`config.mk`:
```
export PLATFORM = sky130hd
export DESIGN_NAME = rx_sample_packer
export DESIGN_NICKNAME = d
export VERILOG_FILES = /design/src/rtl/xcvr_pkg.sv /design/src/rtl/sync_fifo_fwft.sv /design/src/rtl/rx_sample_packer.sv
export SDC_FILE = /design/constraint.sdc
export NUM_CORES = 1
export LEC_CHECK = 0
export ABC_CLOCK_PERIOD_IN_PS = 14700
export CORE_ASPECT_RATIO = 0.6
export CORE_UTILIZATION = 55
export CTS_CLUSTER_SIZE = 10
export DETAILED_ROUTE_END_ITERATION = 16
export PLACE_DENSITY = 0.77
export SYNTH_ARGS = -nofsm -noshare
export SYNTH_HDL_FRONTEND = slang
export SYNTH_SLANG_ARGS = --single-unit
```
`constraint.sdc`:
```
create_clock -name clk -period 14.7 [get_ports clk]
set_clock_uncertainty 0.15 [all_clocks]
set_input_delay 2.94 -clock clk [delete_from_list [all_inputs] [get_ports clk]]
set_output_delay 2.94 -clock clk [all_outputs]
set_load 0.01 [all_outputs]
```
`src/rtl/xcvr_pkg.sv`:
```
// Shared transceiver definitions: receive FSM encoding, sample/word widths, sign-extension helper.
// Latency: none (types and constants only).
// Backpressure: not applicable.
package xcvr_pkg;

    localparam int COMP_W   = 12;
    localparam int EXT_W    = 16;
    localparam int SAMPLE_W = 24;
    localparam int WORD_W   = 32;

    typedef enum logic [1:0] {
        ST_IDLE  = 2'd0,
        ST_RUN   = 2'd1,
        ST_DRAIN = 2'd2
    } rx_state_e;

    function automatic logic [EXT_W-1:0] sext(input logic [COMP_W-1:0] c);
        return {{(EXT_W-COMP_W){c[COMP_W-1]}}, c};
    endfunction

endpackage

```
`src/rtl/sync_fifo_fwft.sv`:
```
// First-word-fall-through FIFO; DEPTH words total including the output register.
// Latency: write at edge N is visible on rd_vld_o after edge N+1.
// Backpressure: write refused when full unless a read happens in the same cycle.
module sync_fifo_fwft #(
    parameter int WIDTH = 32,
    parameter int DEPTH = 8
) (
    input  logic             clk,
    input  logic             reset,
    input  logic             wr_vld_i,
    input  logic [WIDTH-1:0] wr_dat_i,
    output logic             full_o,
    output logic             empty_o,
    output logic             rd_vld_o,
    output logic [WIDTH-1:0] rd_dat_o,
    input  logic             rd_rdy_i
);
    localparam int          AW       = $clog2(DEPTH);
    localparam logic [AW:0] FULL_CNT = (AW+1)'(DEPTH);
    localparam logic [AW:0] ONE      = (AW+1)'(1);

    logic [WIDTH-1:0] mem_q [DEPTH];
    logic [AW:0]      wptr_q, wptr_d, rptr_q, rptr_d;
    logic             rd_vld_q, rd_vld_d;
    logic [WIDTH-1:0] rd_dat_q, rd_dat_d;
    logic [AW:0]      mem_cnt, occ;
    logic             pop, wr_en, load;

    always_comb begin
        mem_cnt  = wptr_q - rptr_q;
        occ      = mem_cnt + {{AW{1'b0}}, rd_vld_q};
        pop      = rd_vld_q & rd_rdy_i;
        full_o   = (occ == FULL_CNT);
        empty_o  = (occ == '0);
        wr_en    = wr_vld_i & (~full_o | pop);
        // refill the output register whenever it is free or being emptied this cycle
        load     = (mem_cnt != '0) & (~rd_vld_q | pop);
        wptr_d   = wr_en ? wptr_q + ONE : wptr_q;
        rptr_d   = load ? rptr_q + ONE : rptr_q;
        rd_vld_d = load ? 1'b1 : (pop ? 1'b0 : rd_vld_q);
        rd_dat_d = load ? mem_q[rptr_q[AW-1:0]] : rd_dat_q;
    end

    always_ff @(posedge clk) begin
        if (wr_en) begin
            mem_q[wptr_q[AW-1:0]] <= wr_dat_i;
        end
    end

    always_ff @(posedge clk or posedge reset) begin
        if (reset) begin
            wptr_q   <= '0;
            rptr_q   <= '0;
            rd_vld_q <= 1'b0;
            rd_dat_q <= '0;
        end else begin
            wptr_q   <= wptr_d;
            rptr_q   <= rptr_d;
            rd_vld_q <= rd_vld_d;
            rd_dat_q <= rd_dat_d;
        end
    end

    assign rd_vld_o = rd_vld_q;
    assign rd_dat_o = rd_dat_q;

endmodule

```
`src/rtl/rx_sample_packer.sv`:
```
// Packs 12-bit I/Q ADC samples into sign-extended 32-bit words through a FWFT FIFO, with drop stats.
// Latency: sample accepted at edge N appears on m_valid after edge N+1.
// Backpressure: m_ready stalls the output; samples arriving while full are dropped and counted.
module rx_sample_packer
    import xcvr_pkg::*;
#(
    parameter int DEPTH   = 8,
    parameter bit SWAP_IQ = 1'b0
) (
    input  logic                clk,
    input  logic                reset,
    input  logic                rx_enable,
    input  logic [SAMPLE_W-1:0] adc_data,
    input  logic                adc_valid,
    output logic [WORD_W-1:0]   m_data,
    output logic                m_valid,
    input  logic                m_ready,
    output logic                overflow,
    output logic [15:0]         drop_count,
    input  logic                clear_stats,
    output logic                busy
);
    localparam logic [15:0] CNT_MAX = 16'hFFFF;

    rx_state_e         state_q, state_d;
    logic              overflow_q, overflow_d;
    logic [15:0]       drop_cnt_q, drop_cnt_d;
    logic [EXT_W-1:0]  i_ext, q_ext;
    logic [WORD_W-1:0] packed_word;
    logic              push_try, pop, drop;
    logic              fifo_full, fifo_empty;

    always_comb begin
        i_ext       = sext(adc_data[SAMPLE_W-1:COMP_W]);
        q_ext       = sext(adc_data[COMP_W-1:0]);
        packed_word = SWAP_IQ ? {q_ext, i_ext} : {i_ext, q_ext};
        push_try    = (state_q == ST_RUN) & rx_enable & adc_valid;
        pop         = m_valid & m_ready;
        drop        = push_try & fifo_full & ~pop;
    end

    always_comb begin
        state_d = state_q;
        case (state_q)
            ST_IDLE:  if (rx_enable) state_d = ST_RUN;
            ST_RUN:   if (!rx_enable) state_d = ST_DRAIN;
            ST_DRAIN: begin
                if (rx_enable) begin
                    state_d = ST_RUN;
                end else if (fifo_empty && !m_valid) begin
                    state_d = ST_IDLE;
                end
            end
            default:  state_d = ST_IDLE;
        endcase
    end

    // a clear in the same cycle as a drop wins, so both stats read zero afterwards
    always_comb begin
        overflow_d = overflow_q | drop;
        drop_cnt_d = (drop && drop_cnt_q != CNT_MAX) ? drop_cnt_q + 16'd1 : drop_cnt_q;
        if (clear_stats) begin
            overflow_d = 1'b0;
            drop_cnt_d = '0;
        end
    end

    always_ff @(posedge clk or posedge reset) begin
        if (reset) begin
            state_q    <= ST_IDLE;
            overflow_q <= 1'b0;
            drop_cnt_q <= '0;
        end else begin
            state_q    <= state_d;
            overflow_q <= overflow_d;
            drop_cnt_q <= drop_cnt_d;
        end
    end

    sync_fifo_fwft #(
        .WIDTH (WORD_W),
        .DEPTH (DEPTH)
    ) u_fifo (
        .clk      (clk),
        .reset    (reset),
        .wr_vld_i (push_try),
        .wr_dat_i (packed_word),
        .full_o   (fifo_full),
        .empty_o  (fifo_empty),
        .rd_vld_o (m_valid),
        .rd_dat_o (m_data),
        .rd_rdy_i (m_ready)
    );

    assign overflow   = overflow_q;
    assign drop_count = drop_cnt_q;
    assign busy       = (state_q != ST_IDLE);

endmodule

```
==> metrics.md, run 1 <==
| Metric | Value |
|---|---|
| Boundary Pins | `81` |
| CTS tree | `yes` |
| Antenna-violating nets left | `0` |
| Synth top area share | `59.2%` |
| Number of antenna violations at the first check in global routing | `0` |
| Chip Width | `174 um` |
| Detailed-route wire length | `20100 um` |
| Number of distinct library cell variants in the gate-level netlist after synthesis | `49` |
| Area of the multi-input gates | `2490 um^2` |
| Setup repair after global routing missed its margin | `no` |
| Initial standard-cell utilization of the core | `56.5%` |
| Mean routed wirelength per cell | `22.0 um` |
| CTS max path bufs | `3` |
| Placeable Area | `17200 um^2` |
| Required time worst endpoint | `14.76 ns` |
| Synth warnings | `0` |
| Maximum number of pins on one net before global-route repair | `54` |
| Clock root buffer | `sky130_fd_sc_hd__clkbuf_16` |
| Synth top area cells | `sky130_fd_sc_hd__edfxtp_1, sky130_fd_sc_hd__dfrtp_1, sky130_fd_sc_hd__mux4_2, sky130_fd_sc_hd__nand2_1, sky130_fd_sc_hd__nor2_1` |
| Placement row count | `37` |
| Most used flip-flop cell after synthesis | `sky130_fd_sc_hd__edfxtp_1` |
| Maximum fanout along the worst path | `14` |
| Congestion Overflow GR | `0` |
| Worst-Margin Slew | `1.05 ns` |
| CP startpoint kind | `input pin` |
| Standby leakage power | `3.98 nW` |
| Leading cell type in the layout, fill and taps excluded | `sky130_fd_sc_hd__edfxtp_1` |
| Number of H-tree levels | `1` |
| # DRC | `0` |
| Async S/R FF share, synth | `21.3%` |
| Post-CTS Resized | `0` |
| Total negative slack for setup checks | `0 ns` |
| Die Y | `105 um` |
| Crit-path slowest cell | `sky130_fd_sc_hd__nor3_2` |
| Global-route wire length before repair | `31900 um` |
| Number of buffers created by CTS | `28` |
| Cells after Synth | `566` |
| DP Cell Count | `862` |
| Finish-stage setup viols | `0` |
| Layout overhead on the synthesized area | `19.3%` |
| Netlist area before placement | `9730 um^2` |
| Largest voltage drop on the vdd net | `0.111 mV` |
| Areal power density over the cells | `187 nW/um^2` |
| Worst slew margin | `29.5%` |
| Worst hold path type | `flop to flop` |
| Clock sinks | `244` |
| Crit path kind | `input pin to flop` |
| Final-report max-slew violation count | `0` |
| Post-CTS Setup Bufs | `0` |
| Die area | `18300 um^2` |
| Hold-fix buffer count after cts | `0` |
| Post-synthesis cell type with the largest combined area | `sky130_fd_sc_hd__edfxtp_1` |
| Endpoint type of the worst setup path | `flop` |
| Worst-path cell chain | `clkdlybuf4s50_1, nand3_1, o21bai_1, nand2b_1, nor3_2, buf_4` |
| Gr usage total | `23.2%` |
| Number of register bits inferred by synthesis | `244` |
| Worst Path Arrival | `5.49 ns` |
| Worst path bufs/invs | `2` |
| Count of flip-flops with a built-in enable after synthesis | `192` |
| Sequential element share of the synthesized area | `72.6%` |
| Post-route clock period utilization | `36.9%` |
| Final core utilization | `67.4%` |
| Final Net Count | `697` |
| Layout fillers | `1130` |
| Fmax achieved | `0.184 GHz` |
| CP delay by family, top | `simple AND/OR/NAND/NOR gates` |
| Hold Fails Final Rpt | `0` |
| Average vias per placed instance | `5.87` |
| Number of buffers added on ports | `80` |
| Clock-pin slew on the worst setup and hold paths | `0.05 ns` |
| Number of detailed-route iterations in the first pass | `5` |
| Placer's final routability congestion estimate | `0.828` |
| Number of design-rule violations left by the first detailed-router iteration | `512` |
| Clock insertion delay at the later pin of the skew report | `0.53 ns` |
| Footprint of the flip-flops and latches | `7070 um^2` |
| Total half-perimeter wirelength after legalization and detailed placement | `11800 um` |
| Post-synthesis net count | `605` |
| Avg Inst Size Synth | `17.2 um^2` |
| CP max stage delay | `0.84 ns` |
| Highest-count cells in the layout ignoring fill and taps | `sky130_fd_sc_hd__edfxtp_1, sky130_fd_sc_hd__clkdlybuf4s50_1, sky130_fd_sc_hd__nand2_1` |
| Post-route insts no fill | `914` |
| Antenna Cells | `0` |
| Crit path time final | `5.43 ns` |
| Post-route worst hold slack | `0.342 ns` |
| Max Cap Viol | `0` |
| Share of post-route cells with drive strength above 1 | `17.4%` |
| Result of the run | `finished clean` |
| Vias | `5362` |
| Number of global-route vias before repair | `5626` |
## report_power, final
part	leakage (nW)	internal [mW]	total, mW	switching [mW]
Combinational	1.23	0.323	0.702	0.378
Clock	0.382	0.358	0.613	0.255
Sequential	2.37	0.814	0.857	0.0435
## sequential cells by signal, summed over array words and instances, names as in the netlist
register,count
u_fifo.mem_q,192
u_fifo.rd_dat_o,24
drop_count,16
u_fifo.rptr_q,4
u_fifo.wptr_q,4
state_q,2
overflow,1
u_fifo.rd_vld_o,1
## routing by layer
metal | routed length (um) | up-vias | global-route usage (%)
met5 | 0 | - | 0
li1 | - | 2357 | -
met4 | 264 | 0 | 5.45
met3 | 1470 | 26 | 3.86
met1 | 9190 | 2749 | 35.9
met2 | 9140 | 230 | 34.7
## cell families after synthesis
group                    share of synthesized area (%)
flip-flops                                        72.6
AND/OR/NAND/NOR                                   7.48
multiplexers                                      11.7
AO/OA/AOI/OAI                                     3.34
buffers and inverters                             2.17
XOR/XNOR                                          1.50
adder cells (fa/ha/maj)                           1.23
## metrics by stage
step                area [um^2]  setup slack (ns)  power, mW
finish                    11600              9.27       2.17
floorplan                  9730              8.87       1.34
detailed placement        10800              8.76       1.57
global route              11600              9.09       2.29
CTS                       11600              9.25       2.19
global placement          10800              8.83       1.55
## Yosys cell counts, types with 4 or more instances
cell type,count
sky130_fd_sc_hd__and3_1,5
sky130_fd_sc_hd__a21oi_1,10
sky130_fd_sc_hd__edfxtp_1,192
sky130_fd_sc_hd__buf_4,8
sky130_fd_sc_hd__nand4_1,4
sky130_fd_sc_hd__buf_2,5
sky130_fd_sc_hd__clkbuf_1,16
sky130_fd_sc_hd__nand2b_1,4
sky130_fd_sc_hd__nand2_1,58
sky130_fd_sc_hd__dfrtp_1,52
sky130_fd_sc_hd__a21o_1,4
sky130_fd_sc_hd__inv_1,13
sky130_fd_sc_hd__nand3_1,12
sky130_fd_sc_hd__xnor2_1,9
sky130_fd_sc_hd__mux4_2,48
sky130_fd_sc_hd__a31oi_1,25
sky130_fd_sc_hd__nor3_1,9
sky130_fd_sc_hd__nor2_1,43
sky130_fd_sc_hd__ha_1,8
## worst paths after layout
| kind | startpoint | to | slack (ns) | cells past startpoint |
|---|---|---|---|---|
| worst max-delay path | rx_enable | u_fifo.mem_q[0][16]$_DFFE_PP_ | 9.27 | 6 |
| min in group asynchronous | reset | u_fifo.rd_dat_o[22]$_DFFE_PP0P_ | 2.79 | 3 |
| worst min register to register | u_fifo.wptr_q[3]$_DFFE_PP0P_ | u_fifo.wptr_q[3]$_DFFE_PP0P_ | 0.34 | 1 |
| max in group asynchronous | reset | u_fifo.rptr_q[0]$_DFFE_PP0P_ | 11.05 | 3 |
| worst min-delay path | u_fifo.wptr_q[3]$_DFFE_PP0P_ | u_fifo.wptr_q[3]$_DFFE_PP0P_ | 0.34 | 1 |
| worst max register to register | u_fifo.rptr_q[0]$_DFFE_PP0P_ | u_fifo.mem_q[0][16]$_DFFE_PP_ | 9.55 | 12 |
## area by class of cell
class / instances / area share (%)
clock buffer: 50 / 6.74
clock inverter: 2 / 0.215
inverter: 13 / 0.420
multi-input combinational: 278 / 21.5
sequential: 244 / 60.9
tap: 234 / 2.52
timing repair buffer: 93 / 7.74
## worst register-to-register path: stages (launching register included)
cell	delay [ns]
sky130_fd_sc_hd__dfrtp_4	0.38
sky130_fd_sc_hd__buf_4	0.78
sky130_fd_sc_hd__ha_1	0.31
sky130_fd_sc_hd__inv_1	0.06
sky130_fd_sc_hd__fa_1	0.48
sky130_fd_sc_hd__ha_1	0.33
sky130_fd_sc_hd__nor3b_1	0.06
sky130_fd_sc_hd__mux2i_1	0.34
sky130_fd_sc_hd__a21o_2	0.15
sky130_fd_sc_hd__o21bai_1	0.19
sky130_fd_sc_hd__nand2b_1	0.35
sky130_fd_sc_hd__nor3_2	0.84
sky130_fd_sc_hd__buf_4	0.40
Note: power is estimated with default switching activity, not from simulation.
==> run 2, diff against run 1 <==
--- a/config.mk
+++ b/config.mk
@@ -5,7 +5,7 @@
 export SDC_FILE = /design/constraint.sdc
 export NUM_CORES = 1
 export LEC_CHECK = 0
-export ABC_CLOCK_PERIOD_IN_PS = 14700
+export ABC_CLOCK_PERIOD_IN_PS = 5500
 export CORE_ASPECT_RATIO = 0.6
 export CORE_UTILIZATION = 55
 export CTS_CLUSTER_SIZE = 10
==> constraint.sdc (replaced) <==
create_clock -name clk -period 5.5 [get_ports clk]
set_clock_uncertainty 0.15 [all_clocks]
set_input_delay 1.1 -clock clk [delete_from_list [all_inputs] [get_ports clk]]
set_output_delay 1.1 -clock clk [all_outputs]
set_load 0.01 [all_outputs]
==> run 2 against run 1 <==
Against the previous run: cell count did not move; total power rose to 2.7 times the previous value; sequential power rose to 2.7 times the previous value; first-iteration DRC count rose by 0.39%; worst hold slack worse by 0.0070 ns; combinational power grew to 2.6 times the previous value; flip-flop and latch count unchanged; design area hardly changed; register-to-register slack lost 8.5 ns; sequential share of layout area about the same; count of clock-buffer cells in the layout decreased by 1.
==> metrics.md, run 2 (synthesized netlist as in run 1, its figures left out) <==
| Metric | Value |
|---|---|
| Layout fillers | `1119 (was 1130)` |
| Number of buffers added on ports | `80 (unchanged)` |
| Layer with the highest usage after global routing | `met1 (unchanged)` |
| Clock-pin slew on the worst setup and hold paths | `0.06 ns (was 0.05 ns)` |
| CTS max path bufs | `3 (unchanged)` |
| Crit path kind | `flop to flop (was input pin to flop)` |
| Maximum number of pins on one net before global-route repair | `52 (was 54)` |
| Reg-to-reg setup timing slack | `1.03 ns (was 9.55 ns)` |
| Gr usage total | `22.2% (was 23.2%)` |
| Global-route wire length before repair | `30300 um (was 31900 um)` |
| Post-CTS Resized | `0 (unchanged)` |
| Fmax achieved | `0.223 GHz` |
| Worst-Margin Slew | `1.12 ns (was 1.05 ns)` |
| Maximum fanout along the worst path | `14 (unchanged)` |
| Die Y | `105 um (unchanged)` |
| CP startpoint kind | `flop (was input pin)` |
| Sequential share of power | `39.7% (was 39.5%)` |
| Mean routed wirelength per cell | `21.5 um (was 22.0 um)` |
| Placeable Area | `17200 um^2 (unchanged)` |
| Max Cap Viol | `0 (unchanged)` |
| Start of the worst register-to-register path | `u_fifo.rptr_q[1]$_DFFE_PP0P_ (was u_fifo.rptr_q[0]$_DFFE_PP0P_)` |
| Antenna-violating nets left | `0 (unchanged)` |
| Logic pwr share | `31.9% (was 32.3%)` |
| Hold Crit Start | `u_fifo.wptr_q[3]$_DFFE_PP0P_ (unchanged)` |
| Standby leakage power | `3.98 nW (about the same)` |
| Final Net Count | `698 (was 697)` |
| Endpoint type of the worst setup path | `flop (unchanged)` |
| Number of H-tree levels | `1 (unchanged)` |
| Number of buffers created by CTS | `28 (unchanged)` |
| Clock sinks | `244 (unchanged)` |
| Placement row count | `37 (unchanged)` |
| Congestion Overflow GR | `0 (unchanged)` |
| Clock root buffer | `sky130_fd_sc_hd__clkbuf_16 (unchanged)` |
| Number of flip-flops under the largest register name | `192 (unchanged)` |
| Areal power density over the cells | `498 nW/um^2 (was 187 nW/um^2)` |
| Crit path time final | `4.47 ns` |
| Leading cell type in the layout, fill and taps excluded | `sky130_fd_sc_hd__edfxtp_1 (unchanged)` |
| Clock insertion delay at the later pin of the skew report | `0.54 ns (was 0.53 ns)` |
| Finish-stage setup viols | `0 (unchanged)` |
| Number of design-rule violations left by the first detailed-router iteration | `514 (was 512)` |
| Average vias per placed instance | `5.87 (about the same)` |
| Worst Path Arrival | `4.55 ns (was 5.49 ns)` |
| Worst hold stages | `1 (unchanged)` |
| Hold-fix buffer count after cts | `0 (unchanged)` |
| Chip Width | `174 um (unchanged)` |
| Post-route clock period utilization | `81.4%` |
| Net switching power | `1.79 mW (was 0.677 mW)` |
| End point of the worst hold path | `u_fifo.wptr_q[3]$_DFFE_PP0P_ (unchanged)` |
| Vias | `5365 (was 5362)` |
| Largest voltage drop on the vdd net | `0.270 mV (was 0.111 mV)` |
| Layout overhead on the synthesized area | `19.3% (about the same)` |
| Number of detailed-route iterations in the first pass | `5 (unchanged)` |
| Fraction of power spent switching nets | `31.0% (was 31.2%)` |
| CTS tree | `yes (unchanged)` |
| Global routing usage on met3 | `4.15% (was 3.86%)` |
| Setup repair after global routing missed its margin | `no (unchanged)` |
| Die area | `18300 um^2 (unchanged)` |
| Worst hold path type | `flop to flop (unchanged)` |
| Antenna Cells | `0 (unchanged)` |
| Highest-count cells in the layout ignoring fill and taps | `sky130_fd_sc_hd__edfxtp_1, sky130_fd_sc_hd__clkdlybuf4s50_1, sky130_fd_sc_hd__nand2_1 (unchanged)` |
| # DRC | `0 (unchanged)` |
| Total negative slack for setup checks | `0 ns (unchanged)` |
| GR Util met1 | `34.1% (was 35.9%)` |
| Clock power frac | `28.4% (was 28.2%)` |
| Final core utilization | `67.5% (was 67.4%)` |
| Required time worst endpoint | `5.57 ns (was 14.76 ns)` |
| Hold Fails Final Rpt | `0 (unchanged)` |
| Post-CTS Setup Bufs | `0 (unchanged)` |
| Detailed-route wire length | `19600 um (was 20100 um)` |
| Initial standard-cell utilization of the core | `56.5% (unchanged)` |
| Final-report max-slew violation count | `0 (unchanged)` |
| Worst slew margin | `25.0% (was 29.5%)` |
| Share of post-route cells with drive strength above 1 | `17.5% (was 17.4%)` |
| Total half-perimeter wirelength after legalization and detailed placement | `11500 um (was 11800 um)` |
| Pint | `4.00 mW (was 1.50 mW)` |
| Boundary Pins | `81 (unchanged)` |
| Met2 usage | `33.3% (was 34.7%)` |
| Placer's final routability congestion estimate | `0.863 (was 0.828)` |
| Number of global-route vias before repair | `5296 (was 5626)` |
| Result of the run | `finished clean (unchanged)` |
| End of the worst register-to-register path | `u_fifo.mem_q[0][9]$_DFFE_PP_ (was u_fifo.mem_q[0][16]$_DFFE_PP_)` |
| Worst R2R Path Depth | `10 (was 12)` |
| Number of antenna violations at the first check in global routing | `0 (unchanged)` |
==> run 2: per-stage QoR <==
step	setup WS [ns]	cells	hold WS [ns]	total power, mW	instance area, um^2
final	1.03	914	0.335	5.79	11600
after global routing	0.816	914	0.352	6.07	11600
after CTS	0.992	914	0.338	5.83	11600
after detailed placement	1.00	863	0.327	4.18	10800
after global placement	1.30	863	0.328	4.12	10800
after floorplan	0.519	566	0.312	3.59	9730
==> run 2: worst max-delay path: stages, from the launching register on <==
cell and delay (ns):
sky130_fd_sc_hd__dfrtp_1 0.37, sky130_fd_sc_hd__inv_1 0.50, sky130_fd_sc_hd__fa_1 0.55, sky130_fd_sc_hd__ha_1 0.32, sky130_fd_sc_hd__nor3b_1 0.06, sky130_fd_sc_hd__mux2i_1 0.29, sky130_fd_sc_hd__a21o_2 0.15, sky130_fd_sc_hd__o21bai_1 0.15
sky130_fd_sc_hd__nand2b_1 0.32, sky130_fd_sc_hd__nor3_2 0.89, sky130_fd_sc_hd__buf_4 0.40
==> run 2: final cells by class <==
type | instances | area [um^2] | share of cell area (%)
inverter | 13 | 48.8 | 0.420
clock buffer | 49 | 779 | 6.71
sequential | 244 | 7070 | 60.9
timing repair buffer | 94 | 906 | 7.80
tap | 234 | 293 | 2.52
clock inverter | 2 | 25.0 | 0.215
multi-input combinational | 278 | 2490 | 21.5
==> run 2: worst max path at each step <==
stage	start	end	slack, ns	cells past startpoint
global placement	u_fifo.rptr_q[1]$_DFFE_PP0P_	u_fifo.mem_q[0][10]$_DFFE_PP_	1.30	10
detailed placement	u_fifo.rptr_q[1]$_DFFE_PP0P_	u_fifo.mem_q[0][9]$_DFFE_PP_	1.00	10
floorplan	u_fifo.rptr_q[1]$_DFFE_PP0P_	u_fifo.mem_q[1][0]$_DFFE_PP_	0.52	11
global route	u_fifo.rptr_q[1]$_DFFE_PP0P_	u_fifo.mem_q[0][9]$_DFFE_PP_	0.82	10
CTS	u_fifo.rptr_q[1]$_DFFE_PP0P_	u_fifo.mem_q[0][24]$_DFFE_PP_	0.99	10
finish	u_fifo.rptr_q[1]$_DFFE_PP0P_	u_fifo.mem_q[0][9]$_DFFE_PP_	1.03	10
==> run 2: power groups by stage <==
| stage | combinational, mW | sequential [mW] | clock [mW] |
|---|---|---|---|
| 2_1_floorplan | 1.25 | 2.34 | 0 |
| 3_3_place_gp | 1.80 | 2.32 | 0 |
| 3_5_place_dp | 1.85 | 2.33 | 0 |
| 4_1_cts | 1.87 | 2.30 | 1.67 |
| 5_1_grt | 2.01 | 2.32 | 1.74 |
| 6_report | 1.85 | 2.30 | 1.64 |
==> run 2: layer usage <==
metal | wire length (um) | share of wire, % | vias up
met5 | 0 | 0 | -
met4 | 308 | 1.6 | 0
met3 | 1450 | 7.4 | 32
met2 | 8940 | 46 | 222
met1 | 8930 | 45 | 2754
li1 | - | - | 2357
==> run 3, diff against run 2 <==
--- a/config.mk
+++ b/config.mk
@@ -5,9 +5,9 @@
 export SDC_FILE = /design/constraint.sdc
 export NUM_CORES = 1
 export LEC_CHECK = 0
-export ABC_CLOCK_PERIOD_IN_PS = 5500
+export ABC_CLOCK_PERIOD_IN_PS = 3600
 export CORE_ASPECT_RATIO = 0.6
-export CORE_UTILIZATION = 55
+export CORE_UTILIZATION = 52
 export CTS_CLUSTER_SIZE = 10
 export DETAILED_ROUTE_END_ITERATION = 16
 export PLACE_DENSITY = 0.77
==> constraint.sdc (replaced) <==
create_clock -name clk -period 3.6 [get_ports clk]
set_clock_uncertainty 0.15 [all_clocks]
set_input_delay 0.72 -clock clk [delete_from_list [all_inputs] [get_ports clk]]
set_output_delay 0.72 -clock clk [all_outputs]
set_load 0.01 [all_outputs]
==> run 3 against run 2 <==
Against the previous run: first-iteration DRC count fell by 2.5%; total power up 58%; global-route usage is 0.54 points higher; die area rose by 5.7%; clock power rose by 54%; setup slack lost 0.90 ns; via count is 2.8% higher; cell count rose by 2.8%; critical path depth rose by 2; fmax up 29%; critical endpoint is now drop_count[8]$_DFFE_PP0P_.
==> metrics.md, run 3 (synthesized netlist as in run 1, its figures left out) <==
| Metric | Value |
|---|---|
| Footprint of the flip-flops and latches | `7070 um^2 (unchanged)` |
| Post-route insts no fill | `940 (was 914)` |
| Placement row count | `38 (was 37)` |
| CP max stage delay | `0.48 ns (was 0.89 ns)` |
| Crit path time final | `3.47 ns (was 4.47 ns)` |
| Highest-count cells in the layout ignoring fill and taps | `sky130_fd_sc_hd__edfxtp_1, sky130_fd_sc_hd__clkdlybuf4s50_1, sky130_fd_sc_hd__nand2_1 (unchanged)` |
| CP delay by family, top | `adder cells (was simple AND/OR/NAND/NOR gates)` |
| Antenna Cells | `0 (unchanged)` |
| Number of flip-flops under the largest register name | `192 (unchanged)` |
| Worst path bufs/invs | `3 (was 2)` |
| Number of global-route vias before repair | `5664 (was 5296)` |
| Required time worst endpoint | `3.87 ns (was 5.57 ns)` |
| Clock insertion delay at the later pin of the skew report | `0.53 ns (was 0.54 ns)` |
| Boundary Pins | `81 (unchanged)` |
| Crit path kind | `flop to flop (unchanged)` |
| CTS max path bufs | `3 (unchanged)` |
| DP Cell Count | `885 (was 863)` |
| Number of antenna violations at the first check in global routing | `0 (unchanged)` |
| Placeable Area | `18200 um^2 (was 17200 um^2)` |
| Endpoint type of the worst setup path | `flop (unchanged)` |
| Final core utilization | `65.2% (was 67.5%)` |
| Areal power density over the cells | `768 nW/um^2 (was 498 nW/um^2)` |
| Maximum number of pins on one net before global-route repair | `52 (unchanged)` |
| Number of design-rule violations left by the first detailed-router iteration | `501 (was 514)` |
| Area of the multi-input gates | `2550 um^2 (was 2490 um^2)` |
| CTS tree | `yes (unchanged)` |
| Chip Width | `179 um (was 174 um)` |
| Gr usage total | `22.7% (was 22.2%)` |
| Maximum fanout along the worst path | `7 (was 14)` |
| Number of buffers added on ports | `80 (unchanged)` |
| Standby leakage power | `4.10 nW (was 3.98 nW)` |
| Initial standard-cell utilization of the core | `53.4% (was 56.5%)` |
| Max Cap Viol | `0 (unchanged)` |
| Global-route wire length before repair | `32300 um (was 30300 um)` |
| Final Net Count | `717 (was 698)` |
| # DRC | `0 (unchanged)` |
| Worst-case setup margin in the final layout | `0.130 ns (was 1.03 ns)` |
| CP startpoint kind | `flop (unchanged)` |
| Number of detailed-route iterations in the first pass | `4 (was 5)` |
| Die area | `19300 um^2 (was 18300 um^2)` |
| Placer's final routability congestion estimate | `0.869 (was 0.863)` |
| Fmax achieved | `0.288 GHz (was 0.223 GHz)` |
| Worst-path cell chain | `ha_1, inv_1, fa_1, ha_1, nor3b_1, mux2i_1, buf_4, a211o_4, nor3_4, buf_4, a21oi_1, a31o_2 (was inv_1, fa_1, ha_1, nor3b_1, mux2i_1, a21o_2, o21bai_1, nand2b_1, nor3_2, buf_4)` |
| Final-report max-slew violation count | `0 (unchanged)` |
| Antenna-violating nets left | `0 (unchanged)` |
| Clock sinks | `244 (unchanged)` |
| Post-Place Cell Area | `11000 um^2 (was 10800 um^2)` |
| Dpl ws | `-0.181 ns (was 1.00 ns)` |
| Result of the run | `finished clean (unchanged)` |
| Design area | `11900 um^2 (was 11600 um^2)` |
| Clock-pin slew on the worst setup and hold paths | `0.06 ns (about the same)` |
| Average vias per placed instance | `5.87 (about the same)` |
| Post-route clock period utilization | `96.4% (was 81.4%)` |
| Layout fillers | `1201 (was 1119)` |
| Mean routed wirelength per cell | `21.9 um (was 21.5 um)` |
| Hold Fails Final Rpt | `0 (unchanged)` |
| Clock root buffer | `sky130_fd_sc_hd__clkbuf_16 (unchanged)` |
| Worst-Margin Slew | `1.02 ns (was 1.12 ns)` |
| Worst Path Arrival | `3.74 ns (was 4.55 ns)` |
| Largest voltage drop on the vdd net | `0.417 mV (was 0.270 mV)` |
| Worst slew margin | `31.8% (was 25.0%)` |
| Vias | `5517 (was 5365)` |
| Die Y | `108 um (was 105 um)` |
| Detailed-route wire length | `20600 um (was 19600 um)` |
| Layout overhead on the synthesized area | `22.0% (was 19.3%)` |
| Reg-to-reg setup timing slack | `0.13 ns (was 1.03 ns)` |
| Crit-path slowest cell | `sky130_fd_sc_hd__dfrtp_4 (was sky130_fd_sc_hd__nor3_2)` |
| Leading cell type in the layout, fill and taps excluded | `sky130_fd_sc_hd__edfxtp_1 (unchanged)` |
| Share of post-route cells with drive strength above 1 | `20.0% (was 17.5%)` |
| Congestion Overflow GR | `0 (unchanged)` |
| Total half-perimeter wirelength after legalization and detailed placement | `12100 um (was 11500 um)` |
| Number of buffers created by CTS | `28 (unchanged)` |
| Number of H-tree levels | `1 (unchanged)` |
| Finish-stage setup viols | `0 (unchanged)` |
| Worst hold path type | `flop to flop (unchanged)` |
-- run 3: cell types whose count changed in the layout (fill, tap and decap cells not counted), moves of 2 or more --
cell | previous run | this run
sky130_fd_sc_hd__buf_4 | 14 | 27
sky130_fd_sc_hd__buf_12 | 0 | 5
sky130_fd_sc_hd__nor2_2 | 5 | 3
sky130_fd_sc_hd__nor3_4 | 1 | 5
sky130_fd_sc_hd__nor3_2 | 3 | 0
sky130_fd_sc_hd__nor2_4 | 0 | 2
-- run 3: cell type report --
type                       instances  share of cell area, %
clock buffer                      50                   6.59
inverter                          13                  0.411
sequential                       244                   59.5
tap                              240                   2.53
multi-input combinational        279                   21.4
clock inverter                     2                  0.200
timing repair buffer             112                   9.29
-- run 3: worst paths after layout --
kind	startpoint	to	cells after the start
setup / recovery	u_fifo.rptr_q[0]$_DFFE_PP0P_	drop_count[8]$_DFFE_PP0P_	12
hold / removal	u_fifo.wptr_q[3]$_DFFE_PP0P_	u_fifo.wptr_q[3]$_DFFE_PP0P_	1
setup reg to reg	u_fifo.rptr_q[0]$_DFFE_PP0P_	drop_count[8]$_DFFE_PP0P_	12
hold reg to reg	u_fifo.wptr_q[3]$_DFFE_PP0P_	u_fifo.wptr_q[3]$_DFFE_PP0P_	1
max in group asynchronous	reset	u_fifo.rd_dat_o[17]$_DFFE_PP0P_	3
min in group asynchronous	reset	u_fifo.rd_dat_o[10]$_DFFE_PP0P_	2
-- run 3: where the power goes --
part | leakage [nW] | total [mW] | internal [mW] | switching, mW
combinational | 1.35 | 3.12 | 1.48 | 1.64
sequential | 2.37 | 3.49 | 3.32 | 0.164
clock | 0.378 | 2.52 | 1.46 | 1.06
-- run 3: routing by layer --
layer | vias to the layer above | track usage [%] | share of wire [%] | routed length, um
li1 | 2415 | - | - | -
met1 | 2869 | 34.1 | 45 | 9300
met2 | 208 | 34.9 | 46 | 9560
met3 | 25 | 4.40 | 7.0 | 1450
met4 | 0 | 5.08 | 1.4 | 298
met5 | - | 0 | 0 | 0
-- run 3: stage by stage --
step	total power, mW	TNS [ns]	hold WS (ns)
detailed placement	6.62	-4.30	0.331
global route	9.61	-1.66	0.357
CTS	9.16	0	0.342
finish	9.12	0	0.340
floorplan	5.54	-0.430	0.312
global placement	6.51	-1.50	0.327
-- run 3: what timing repair did --
action | in CTS | in global routing
pin swaps | 1 | 2
buffers inserted | 0 | 2
resized for setup | 1 | 1
setup endpoints to repair | 24 | 71
cloned | 1 | 0
hold buffers | 0 | 0
